### src/rtl/riscv_pkg.sv
// Shared RV32I definitions for the MEM-stage load/store unit:
// funct3 encodings, LSU FSM states and store-side lane helpers.
package riscv_pkg;

    localparam logic [2:0] F3_B  = 3'b000;
    localparam logic [2:0] F3_H  = 3'b001;
    localparam logic [2:0] F3_W  = 3'b010;
    localparam logic [2:0] F3_BU = 3'b100;
    localparam logic [2:0] F3_HU = 3'b101;

    typedef enum logic [1:0] {
        S_IDLE,
        S_REQ,
        S_RESP,
        S_DONE
    } lsu_state_t;

    // size is funct3[1:0]; 2'b1x (incl. unused encodings) is a word access
    function automatic logic [3:0] lsu_be(input logic [1:0] size, input logic [1:0] lo);
        case (size)
            2'b00:   return 4'b0001 << lo;
            2'b01:   return 4'b0011 << lo;
            default: return 4'b1111;
        endcase
    endfunction

    function automatic logic [31:0] lsu_wdata(input logic [1:0] size, input logic [31:0] data);
        case (size)
            2'b00:   return {4{data[7:0]}};
            2'b01:   return {2{data[15:0]}};
            default: return data;
        endcase
    endfunction

    function automatic logic lsu_misaligned(input logic [1:0] size, input logic [1:0] lo);
        return ((size == 2'b01) && lo[0]) || (size[1] && (lo != 2'b00));
    endfunction

endpackage

### src/rtl/mem_lsu_if.sv
// Data-memory request/grant/response bus between the LSU (master) and memory (slave).
interface mem_lsu_if #(parameter int ADDR_W = 32);

    logic              dmem_req;
    logic              dmem_we;
    logic [3:0]        dmem_be;
    logic [ADDR_W-1:0] dmem_addr;
    logic [31:0]       dmem_wdata;
    logic              dmem_gnt;
    logic              dmem_rvalid;
    logic [31:0]       dmem_rdata;

    modport master (
        output dmem_req, dmem_we, dmem_be, dmem_addr, dmem_wdata,
        input  dmem_gnt, dmem_rvalid, dmem_rdata
    );

    modport slave (
        input  dmem_req, dmem_we, dmem_be, dmem_addr, dmem_wdata,
        output dmem_gnt, dmem_rvalid, dmem_rdata
    );

endinterface

### src/rtl/lsu_load_align.sv
// Combinational load formatter: selects the addressed byte/half lane of the
// read word and sign- or zero-extends it according to funct3.
module lsu_load_align
    import riscv_pkg::*;
(
    input  logic [31:0] rdata,
    input  logic [1:0]  addr_lo,
    input  logic [2:0]  funct3,
    output logic [31:0] ldata
);

    logic [31:0] shifted;
    logic [7:0]  lane_b;
    logic [15:0] lane_h;

    always_comb begin
        shifted = rdata >> {addr_lo, 3'b000};
        lane_b  = shifted[7:0];
        lane_h  = shifted[15:0];
        case (funct3)
            F3_B:    ldata = {{24{lane_b[7]}}, lane_b};
            F3_BU:   ldata = {24'b0, lane_b};
            F3_H:    ldata = {{16{lane_h[15]}}, lane_h};
            F3_HU:   ldata = {16'b0, lane_h};
            default: ldata = rdata;
        endcase
    end

endmodule

### src/rtl/mem_lsu.sv
// MEM-stage load/store unit: launches one data-memory access per instruction,
// stalls the pipeline while it is outstanding and formats load results for WB.
module mem_lsu
    import riscv_pkg::*;
#(
    parameter int ADDR_W = 32
) (
    input  logic              clk,
    input  logic              rst,
    input  logic              mem_valid,
    input  logic              mem_we,
    input  logic              mem_re,
    input  logic [2:0]        mem_funct3,
    input  logic [ADDR_W-1:0] mem_ALU_out,
    input  logic [31:0]       mem_DataB,
    output logic              stall_req_mem,
    output logic              misalign_exc,
    output logic [31:0]       wb_ldata,
    output logic              wb_ldata_valid,
    mem_lsu_if.master         dmem
);

    lsu_state_t state, state_nx;

    logic              we_q;
    logic [3:0]        be_q;
    logic [ADDR_W-1:0] addr_q;
    logic [31:0]       wdata_q;
    logic [1:0]        addr_lo_q;
    logic [2:0]        f3_q;

    logic        access, misaligned, accept, finish_ld;
    logic [31:0] ldata_fmt;

    assign access     = mem_valid && (mem_we || mem_re);
    assign misaligned = lsu_misaligned(mem_funct3[1:0], mem_ALU_out[1:0]);
    assign accept     = (state == S_IDLE) && access && !misaligned;

    always_ff @(posedge clk) begin
        if (rst) state <= S_IDLE;
        else     state <= state_nx;
    end

    // finish_ld marks the edge that enters DONE with load data in hand
    always_comb begin
        state_nx  = state;
        finish_ld = 1'b0;
        case (state)
            S_IDLE: if (accept) state_nx = S_REQ;
            S_REQ: begin
                if (dmem.dmem_gnt) begin
                    if (we_q) begin
                        state_nx = S_DONE;
                    end else if (dmem.dmem_rvalid) begin
                        state_nx  = S_DONE;
                        finish_ld = 1'b1;
                    end else begin
                        state_nx = S_RESP;
                    end
                end
            end
            S_RESP: begin
                if (dmem.dmem_rvalid) begin
                    state_nx  = S_DONE;
                    finish_ld = 1'b1;
                end
            end
            S_DONE:  state_nx = S_IDLE;
            default: state_nx = S_IDLE;
        endcase
    end

    assign stall_req_mem = accept || (state == S_REQ) || (state == S_RESP);
    assign misalign_exc  = (state == S_IDLE) && access && misaligned;

    always_ff @(posedge clk) begin
        if (rst) begin
            we_q           <= 1'b0;
            be_q           <= '0;
            addr_q         <= '0;
            wdata_q        <= '0;
            addr_lo_q      <= '0;
            f3_q           <= '0;
            wb_ldata       <= '0;
            wb_ldata_valid <= 1'b0;
        end else begin
            wb_ldata_valid <= finish_ld;
            if (accept) begin
                we_q      <= mem_we;
                be_q      <= lsu_be(mem_funct3[1:0], mem_ALU_out[1:0]);
                addr_q    <= {mem_ALU_out[ADDR_W-1:2], 2'b00};
                wdata_q   <= lsu_wdata(mem_funct3[1:0], mem_DataB);
                addr_lo_q <= mem_ALU_out[1:0];
                f3_q      <= mem_funct3;
            end
            if (finish_ld) wb_ldata <= ldata_fmt;
        end
    end

    lsu_load_align u_align (
        .rdata   (dmem.dmem_rdata),
        .addr_lo (addr_lo_q),
        .funct3  (f3_q),
        .ldata   (ldata_fmt)
    );

    assign dmem.dmem_req   = (state == S_REQ);
    assign dmem.dmem_we    = we_q;
    assign dmem.dmem_be    = be_q;
    assign dmem.dmem_addr  = addr_q;
    assign dmem.dmem_wdata = wdata_q;

endmodule

### src/flat_wrapper.sv
// flat-port wrapper written by rule: the top's interface ports become plain ports
module mem_lsu_flat import riscv_pkg::*;
#(
    parameter int ADDR_W = 32
)
  (clk, rst, mem_valid, mem_we, mem_re, mem_funct3, mem_ALU_out, mem_DataB, stall_req_mem, misalign_exc, wb_ldata, wb_ldata_valid, dmem_dmem_req, dmem_dmem_we, dmem_dmem_be, dmem_dmem_addr, dmem_dmem_wdata, dmem_dmem_gnt, dmem_dmem_rvalid, dmem_dmem_rdata);
  mem_lsu_if #(.ADDR_W(ADDR_W)) dmem_i ();
  input  logic clk;
  input  logic rst;
  input  logic mem_valid;
  input  logic mem_we;
  input  logic mem_re;
  input  logic [2:0] mem_funct3;
  input  logic [ADDR_W-1:0] mem_ALU_out;
  input  logic [31:0] mem_DataB;
  output logic stall_req_mem;
  output logic misalign_exc;
  output logic [31:0] wb_ldata;
  output logic wb_ldata_valid;
  output wire logic [$bits(dmem_i.dmem_req)-1:0] dmem_dmem_req;
  output wire logic [$bits(dmem_i.dmem_we)-1:0] dmem_dmem_we;
  output wire logic [$bits(dmem_i.dmem_be)-1:0] dmem_dmem_be;
  output wire logic [$bits(dmem_i.dmem_addr)-1:0] dmem_dmem_addr;
  output wire logic [$bits(dmem_i.dmem_wdata)-1:0] dmem_dmem_wdata;
  input wire logic [$bits(dmem_i.dmem_gnt)-1:0] dmem_dmem_gnt;
  input wire logic [$bits(dmem_i.dmem_rvalid)-1:0] dmem_dmem_rvalid;
  input wire logic [$bits(dmem_i.dmem_rdata)-1:0] dmem_dmem_rdata;
  assign dmem_dmem_req = dmem_i.dmem_req;
  assign dmem_dmem_we = dmem_i.dmem_we;
  assign dmem_dmem_be = dmem_i.dmem_be;
  assign dmem_dmem_addr = dmem_i.dmem_addr;
  assign dmem_dmem_wdata = dmem_i.dmem_wdata;
  assign dmem_i.dmem_gnt = dmem_dmem_gnt;
  assign dmem_i.dmem_rvalid = dmem_dmem_rvalid;
  assign dmem_i.dmem_rdata = dmem_dmem_rdata;
  mem_lsu #(.ADDR_W(ADDR_W)) u_core (.clk(clk), .rst(rst), .mem_valid(mem_valid), .mem_we(mem_we), .mem_re(mem_re), .mem_funct3(mem_funct3), .mem_ALU_out(mem_ALU_out), .mem_DataB(mem_DataB), .stall_req_mem(stall_req_mem), .misalign_exc(misalign_exc), .wb_ldata(wb_ldata), .wb_ldata_valid(wb_ldata_valid), .dmem(dmem_i));
endmodule
### config.mk
export PLATFORM = sky130hd
export DESIGN_NAME = mem_lsu_flat
export DESIGN_NICKNAME = d
export VERILOG_FILES = /design/src/rtl/riscv_pkg.sv /design/src/rtl/mem_lsu_if.sv /design/src/rtl/lsu_load_align.sv /design/src/rtl/mem_lsu.sv /design/src/flat_wrapper.sv
export SDC_FILE = /design/constraint.sdc
export NUM_CORES = 1
export LEC_CHECK = 0
export CAP_MARGIN = 20
export CORE_ASPECT_RATIO = 0.6
export CORE_MARGIN = 1
export CORE_UTILIZATION = 47
export CTS_CLUSTER_DIAMETER = 60
export DETAILED_ROUTE_END_ITERATION = 8
export GPL_TIMING_DRIVEN = 0
export PLACE_DENSITY = 0.87
export SYNTH_ARGS = -nofsm -noshare
export SYNTH_HDL_FRONTEND = slang
export SYNTH_SLANG_ARGS = --single-unit
### constraint.sdc
create_clock -name clk -period 5.1 [get_ports clk]
set_input_delay 1.53 -clock clk [delete_from_list [all_inputs] [get_ports clk]]
set_output_delay 1.53 -clock clk [all_outputs]
set_load 0.03 [all_outputs]
==> Word-level counts from Yosys, hierarchy flattened <==
Cells that the tools add are included.
Widths: inputs -> output; s select.
{ "op_classes": {"n_addsub": 0, "n_mul": 0, "div_mod_pow": 0, "magnitude_cmp": 0, "eq_ne": 10, "n_shift": 3, "muxes": 13, "bitwise_logic": 0, "reduce_logical": 16} }
{ "op_table": {"columns": ["cell", "n"], "rows": [
  ["$pmux 32 s4", 1],
  ["$pmux 32 s2", 1],
  ["$shr 32x5->16", 1],
  ["$mux 2", 4],
  ["$pmux 2 s4", 1],
  ["$pmux 4 s2", 1],
  ["$eq 3x3->1 const B", 2],
  ["$logic_and 1x1->1", 6],
  ["$eq 2x1->1 const B", 2],
  ["$eq 2x2->1 const B", 2],
  ["$logic_not 2->1", 2],
  ["$logic_or 1x1->1", 4],
  ["$mux 1", 4],
  ["$ne 2x1->1 const B", 2],
  ["$shl 1x2->4 const A", 1],
  ["$shl 2x2->4 const A", 1],
  ["$eq 3x1->1 const B", 1],
  ["$logic_not 3->1", 1],
  ["$reduce_and 3->1", 1],
  ["$ne 2x2->1 const B", 1],
  ["$pmux 1 s2", 1],
  ["$reduce_bool 2->1", 1],
  ["$logic_not 1->1", 1]
]} }
{ "word_totals": {"register_bits": 107, "latchBits": 0, "ramBits": 0, "romBits": 0, "input_bits": 106, "output_inout_bits": 105, "memories": 0} }

==> Longest topological paths before layout <==
Gate-level depths: netlist of the first run.
{ "depth": {"ltp_word": 7, "depth_mapped": 8, "ltp_nobuf": 6} }

==> Modules after synthesis <==
A second synthesis of the first run with hierarchy kept.
{ "unflattened": {"cells_unflattened": 642, "hier_area_um2": 5096.1} }
{ "modules_own_cells": {"columns": ["module", "n_inst", "cells_per_inst", "area_per_inst_um2", "seq_area_each_um2"], "rows": [
  ["mem_lsu", 1, 531, 4380.5, 2142.1],
  ["lsu_load_align", 1, 111, 715.7, 0.0]
]} }

==> Least setup slack after synthesis of the first run <==
OpenSTA, ideal clock, no wires.
{ "synth_timing": {"path_type": "in2out", "startpoint": "in mem_ALU_out[1]", "endpoint": "out stall_req_mem", "t_arrival_ps": 2590, "slack_ps": 980, "path_stages": 5, "path_buffers": 2, "path_cell_list": "clkbuf_1 -> nand2_1 -> and3_1 -> buf_2 -> or3_1"} }
{ "synth_via": {"elab_chain_len": 7} }
{ "synth_rtl": {"columns": ["element", "line", "source"], "rows": [
  ["start: declaration", "flat_wrapper.sv:14", "input logic [ADDR_W-1:0] mem_ALU_out;"],
  ["$reduce_bool 2->1", "riscv_pkg.sv:36", "return ((size == 2'b01) && lo[0]) || (size[1] && (lo != 2'b00));"],
  ["$logic_and 1x1->1", "riscv_pkg.sv:36", null],
  ["$logic_or 1x1->1", "riscv_pkg.sv:36", null],
  ["$logic_not 1->1", "mem_lsu.sv:37", "assign accept = (state == S_IDLE) && access && !misaligned;"],
  ["$logic_and 1x1->1", "mem_lsu.sv:37", null],
  ["$logic_or 1x1->1 (2 in a row)", "mem_lsu.sv:73", "assign stall_req_mem = accept || (state == S_REQ) || (state == S_RESP);"],
  ["end: declaration", "flat_wrapper.sv:16", "output logic stall_req_mem;"]
]} }
No other way between the ends.

==> Final worst setup path of the first run <==
{ "layout_timing": {"startpoint": "in mem_we", "endpoint": "out misalign_exc"} }
{ "layout_via": {"elab_chain_len": 4} }
{ "layout_rtl": {"columns": ["element", "line", "source"], "rows": [
  ["start: declaration", "flat_wrapper.sv:11", "input logic mem_we;"],
  ["$logic_or 1x1->1", "mem_lsu.sv:35", "assign access = mem_valid && (mem_we || mem_re);"],
  ["$logic_and 1x1->1", "mem_lsu.sv:35", null],
  ["$logic_and 1x1->1 (2 in a row)", "mem_lsu.sv:74", "assign misalign_exc = (state == S_IDLE) && access && misaligned;"],
  ["end: declaration", "flat_wrapper.sv:17", "output logic misalign_exc;"]
]} }
No other way between the ends.

==> Implementation_results.wiki, run 1 <==
{| class="wikitable"
! Metric !! Value
|-
| Run status || complete, no violations
|-
| Instance count on the critical path || 5
|-
| Met3 routed WL || 1866 microns
|-
| DR vias || 5462
|-
| Post-synth EDFFs || 0
|-
| Leakage power total || 2.713 nW
|-
| Standard cell with the maximum stage delay on the critical path || clkdlybuf4s50_1
|-
| Highest-count cells in the layout ignoring fill and taps || 204 x clkdlybuf4s50_1, 110 x nand2_1, 107 x dfxtp_1, 70 x a21oi_1
|-
| Critical path start-end classification || input pin to output port
|-
| Share of power burned in registers || 39.0%
|-
| Endpoint kind of the worst setup timing path || output port
|-
| Post-synthesis share of cell area spent on and, or, nand and nor gates || 17.21%
|-
| Buffers and inverters on the worst path || 3
|-
| Wire length on met2 || 7645 microns
|-
| Total chip power || 2.454 mW
|-
| Fraction of the cycle the final worst path needs || 99.37%
|-
| Maximum number of pins on one net before global-route repair || 17
|-
| Switching share of total power || 34.08%
|-
| Worst setup endpoint || misalign_exc
|-
| Setup bufs post-CTS || 0
|-
| #FFs+latches synth || 107
|-
| Kind of path behind the tightest hold check || register to register
|-
| Overall routing resource usage || 29.92%
|-
| Number of instances in the synthesized netlist || 603
|-
| Post-CTS clock slew at the launch and capture registers of the worst setup and hold paths || 0.06 ns
|-
| R2R Path End || u_core.wb_ldata[31]
|-
| Multiplexer area fraction after synthesis || 9.313%
|-
| Clock latency on the worst-skew pair || 0.34 ns
|-
| Via density per instance || 5.666
|-
| Count of final max-slew check failures || 0
|-
| Met1 layer wirelength in the final routing || 7545 microns
|-
| Placer's final routability congestion estimate || 0.9513
|-
| Max Clk Rate || 0.1973 GHz
|-
| Total of fill cells in the finished design || 780
|-
| Flip-flop cell with the highest count after synthesis || dfxtp_1
|-
| Post-CTS Hold Buffers || 0
|-
| X dimension of the die || 136.7 microns
|-
| Layout Area Growth over Synthesis || 49.23%
|-
| Detailed Place HPWL || 13370 microns
|-
| First-pass GRT wire length || 26390 microns
|-
| Mean Syn Cell Area || 8.489 sq um
|-
| Maximum root-to-sink buffer count || 2
|-
| TritonCTS clock tree || done
|-
| Detailed-routing iteration count for the pre-antenna-repair pass || 7
|-
| R2R depth || 8
|-
| Flop2flop setup slack || 2.94 ns
|-
| Rows || 29
|-
| Number of antenna violations at the first check in global routing || 0
|-
| Net switching power figure || 0.8362 mW
|-
| Power share of the clock group || 27.3%
|-
| Clock root buffer master || clkbuf_16
|-
| Largest family of logic cells by synthesized area || compound AO/OA/AOI/OAI gates
|-
| Number of levels the H-tree was split into || 3
|-
| Number of warnings printed during yosys synthesis || 0
|-
| Top sig layer || met4
|-
| Die Area || 0.01133 sq mm
|-
| CP Data Required Time || 3.57 ns
|-
| Detailed-route wire length || 17380 microns
|-
| Total area of sequential cells || 0.002142 sq mm
|-
| Minimum clock period || 5.068 ns
|-
| Setup WS pre-CTS || 0.004611 ns
|-
| Cts bufs inserted || 9
|-
| Share of cells above drive strength 1 || 6.424%
|-
| Nature of the critical path startpoint || input pin
|-
| CP max FO || 10
|-
| Cell type group with the largest total delay on the critical path || buffers and inverters
|-
| Die span in y || 82.84 microns
|-
| Clock skew after layout || 0.006992 ns
|-
| DRC Markers || 0
|-
| Post-synthesis cell type count || 51
|-
| Net count reported at finish || 930
|-
| Launching element of the worst setup path || mem_we
|-
| Number of failing setup endpoints in the final timing report || 0
|-
| Internal power || 1.618 mW
|-
| Final routed wire length divided by cell count || 18.03 microns
|-
| Buffers added on ports || 205
|-
| Remaining Overflow, GRT || 0
|-
| Synthesized-area fraction occupied by ao, oa, aoi and oai cells || 23.98%
|-
| Worst path max stage delay || 0.62 ns
|-
| Cell area after technology mapping || 0.005119 sq mm
|-
| Transition time at the pin with the least slew margin || 0.7060 ns
|-
| Final Non-Filler Cells || 964
|-
| Number of sinks driven by the clock tree || 107
|-
| Cell chain of the critical path || clkdlybuf4s50_1 > o211ai_1 > clkbuf_2 > a21oi_1 > clkdlybuf4s50_1
|-
| Worst slew slack as a fraction of its limit || 52.94%
|-
| Source of the worst register-to-register timing path || u_core.state[1]
|-
| Signal arrival time at the worst endpoint || 3.54 ns
|-
| Most frequent CP cell || clkdlybuf4s50_1
|-
| Setup repair after global routing missed its margin || false
|-
| Instance count after placement with tap cells included || 948
|-
| Adder-Cell Fraction of Synth Area || 0.9778%
|-
| TNS Setup || 0 ns
|-
| Ys async rst share || 0%
|-
| Number of antenna diodes || 0
|-
| Via count of the first global-routing pass || 5168
|-
| Max IR drop VDD || 0.2254 mV
|-
| Multi-input gate area in the final layout || 0.002655 sq mm
|-
| Core box area || 0.01060 sq mm
|-
| Combinational fraction of design power || 33.7%
|-
| I/O pin count || 211
|-
| Power Density || 321.2 mW/mm^2
|-
| Final count of hold timing violations || 0
|-
| Routed Antenna Nets || 0
|-
| Most common library cell in the layout ignoring fill and taps || clkdlybuf4s50_1
|-
| Crit path setup slack, layout || 0.03200 ns
|-
| Xor and xnor area share after synthesis || 0.1711%
|-
| Starting density of the core || 48.31%
|-
| First DRT Iteration DRCs || 424
|-
| # Max-Cap Violations || 0
|-
| Part of the Yosys area used for sequential elements || 41.85%
|}
==> per-layer routing <==
| layer | vias up | track usage (%) |
|---|---|---|
| li1 | 2554 | - |
| met1 | 2551 | 40.88 |
| met2 | 319 | 46.15 |
| met3 | 38 | 8.120 |
| met4 | 0 | 8.283 |
| met5 | - | 0 |
==> repair_timing <==
item	4_1_cts	5_1_grt
endpoints found under the hold margin	0	0
endpoints found under the setup margin	0	2
resized for setup	0	4
==> worst min-delay path: stages (launching register included) <==
cell and delay [ns]:
dfxtp_1 0.31, nand2_1 0.05, a21oi_1 0.05
==> worst min-delay path by stage <==
| stage | start | end | slack, ns | cells past startpoint |
|---|---|---|---|---|
| CTS | u_core.wb_ldata[4] | u_core.wb_ldata[4] | 0.45 | 2 |
| detailed placement | u_core.wb_ldata[4] | u_core.wb_ldata[4] | 0.44 | 2 |
| global placement | u_core.dmem.dmem_addr[16] | u_core.dmem.dmem_addr[16] | 0.44 | 2 |
| finish | u_core.wb_ldata[4] | u_core.wb_ldata[4] | 0.45 | 2 |
| global route | u_core.dmem.dmem_addr[15] | u_core.dmem.dmem_addr[15] | 0.47 | 2 |
| floorplan | u_core.f3_q[2] | u_core.f3_q[2] | 0.45 | 2 |
==> through the flow <==
stage / utilization (%) / instance area, sq um / hold WS, ns
final: 72.09 / 7639 / 0.4516
after global routing: 72.09 / 7639 / 0.4743
after CTS: 72.02 / 7631 / 0.4521
after detailed placement: 69.36 / 7348 / 0.4430
after global placement: 69.36 / 7348 / 0.4412
after floorplan: - / 5122 / 0.4501
==> kinds of logic (layout without fill, tap and decap cells) <==
kind of cell,Yosys count,after routing
mux,44,44
buf+inv,71,292
simple gates,191,191
flops,107,107
fa+ha+maj,4,4
other cells,1,2
xor+xnor,1,1
compound gates,184,184
==> Yosys cell counts, types with 9 or more instances <==
cell	instances	area share, %
buf_2	10	0.98
o21ai_2	10	1.7
o21ai_0	20	2.0
nor2_1	30	2.2
nand2_1	110	8.1
a22oi_1	9	1.3
clkbuf_1	38	2.8
inv_1	13	0.95
a21oi_1	70	6.8
dfxtp_1	107	42
mux2i_1	39	7.6
a311oi_1	9	1.5
o2bb2ai_1	14	2.4
and2_1	16	2.0
==> power groups by stage <==
stage	clock, mW	sequential (mW)	combinational [mW]
floorplan	0	1.10	0.343
global placement	0	0.969	0.790
detailed placement	0	0.974	0.812
CTS	0.677	0.955	0.817
global route	0.708	0.963	0.881
finish	0.669	0.957	0.828
==> sequential cells by signal, indices dropped and copies added, names as in the netlist <==
name / count
u_core.dmem.dmem_wdata: 32
u_core.wb_ldata: 32
u_core.dmem.dmem_addr: 30
u_core.dmem.dmem_be: 4
u_core.f3_q: 3
u_core.addr_lo_q: 2
u_core.state: 2
u_core.dmem.dmem_we: 1
u_core.wb_ldata_valid: 1
==> final cells by class <==
| type | count | share of cell area [%] |
|---|---|---|
| multi-input combinational | 426 | 34.76 |
| clock inverter | 3 | 0.2948 |
| buffer | 58 | 3.686 |
| inverter | 13 | 0.6388 |
| tap | 139 | 2.277 |
| timing repair buffer | 205 | 26.90 |
| clock buffer | 13 | 3.407 |
| sequential | 107 | 28.04 |
Power figures use the tool's default switching activity.
==> run 2, diff against run 1 <==
--- a/config.mk
+++ b/config.mk
@@ -5,7 +5,7 @@
 export SDC_FILE = /design/constraint.sdc
 export NUM_CORES = 1
 export LEC_CHECK = 0
-export CAP_MARGIN = 20
+export CAP_MARGIN = 25
 export CORE_ASPECT_RATIO = 0.6
 export CORE_MARGIN = 1
 export CORE_UTILIZATION = 47
==> results of run 2 <==
Same layout as run 1: the final DEF is identical, and so are final timing and power.
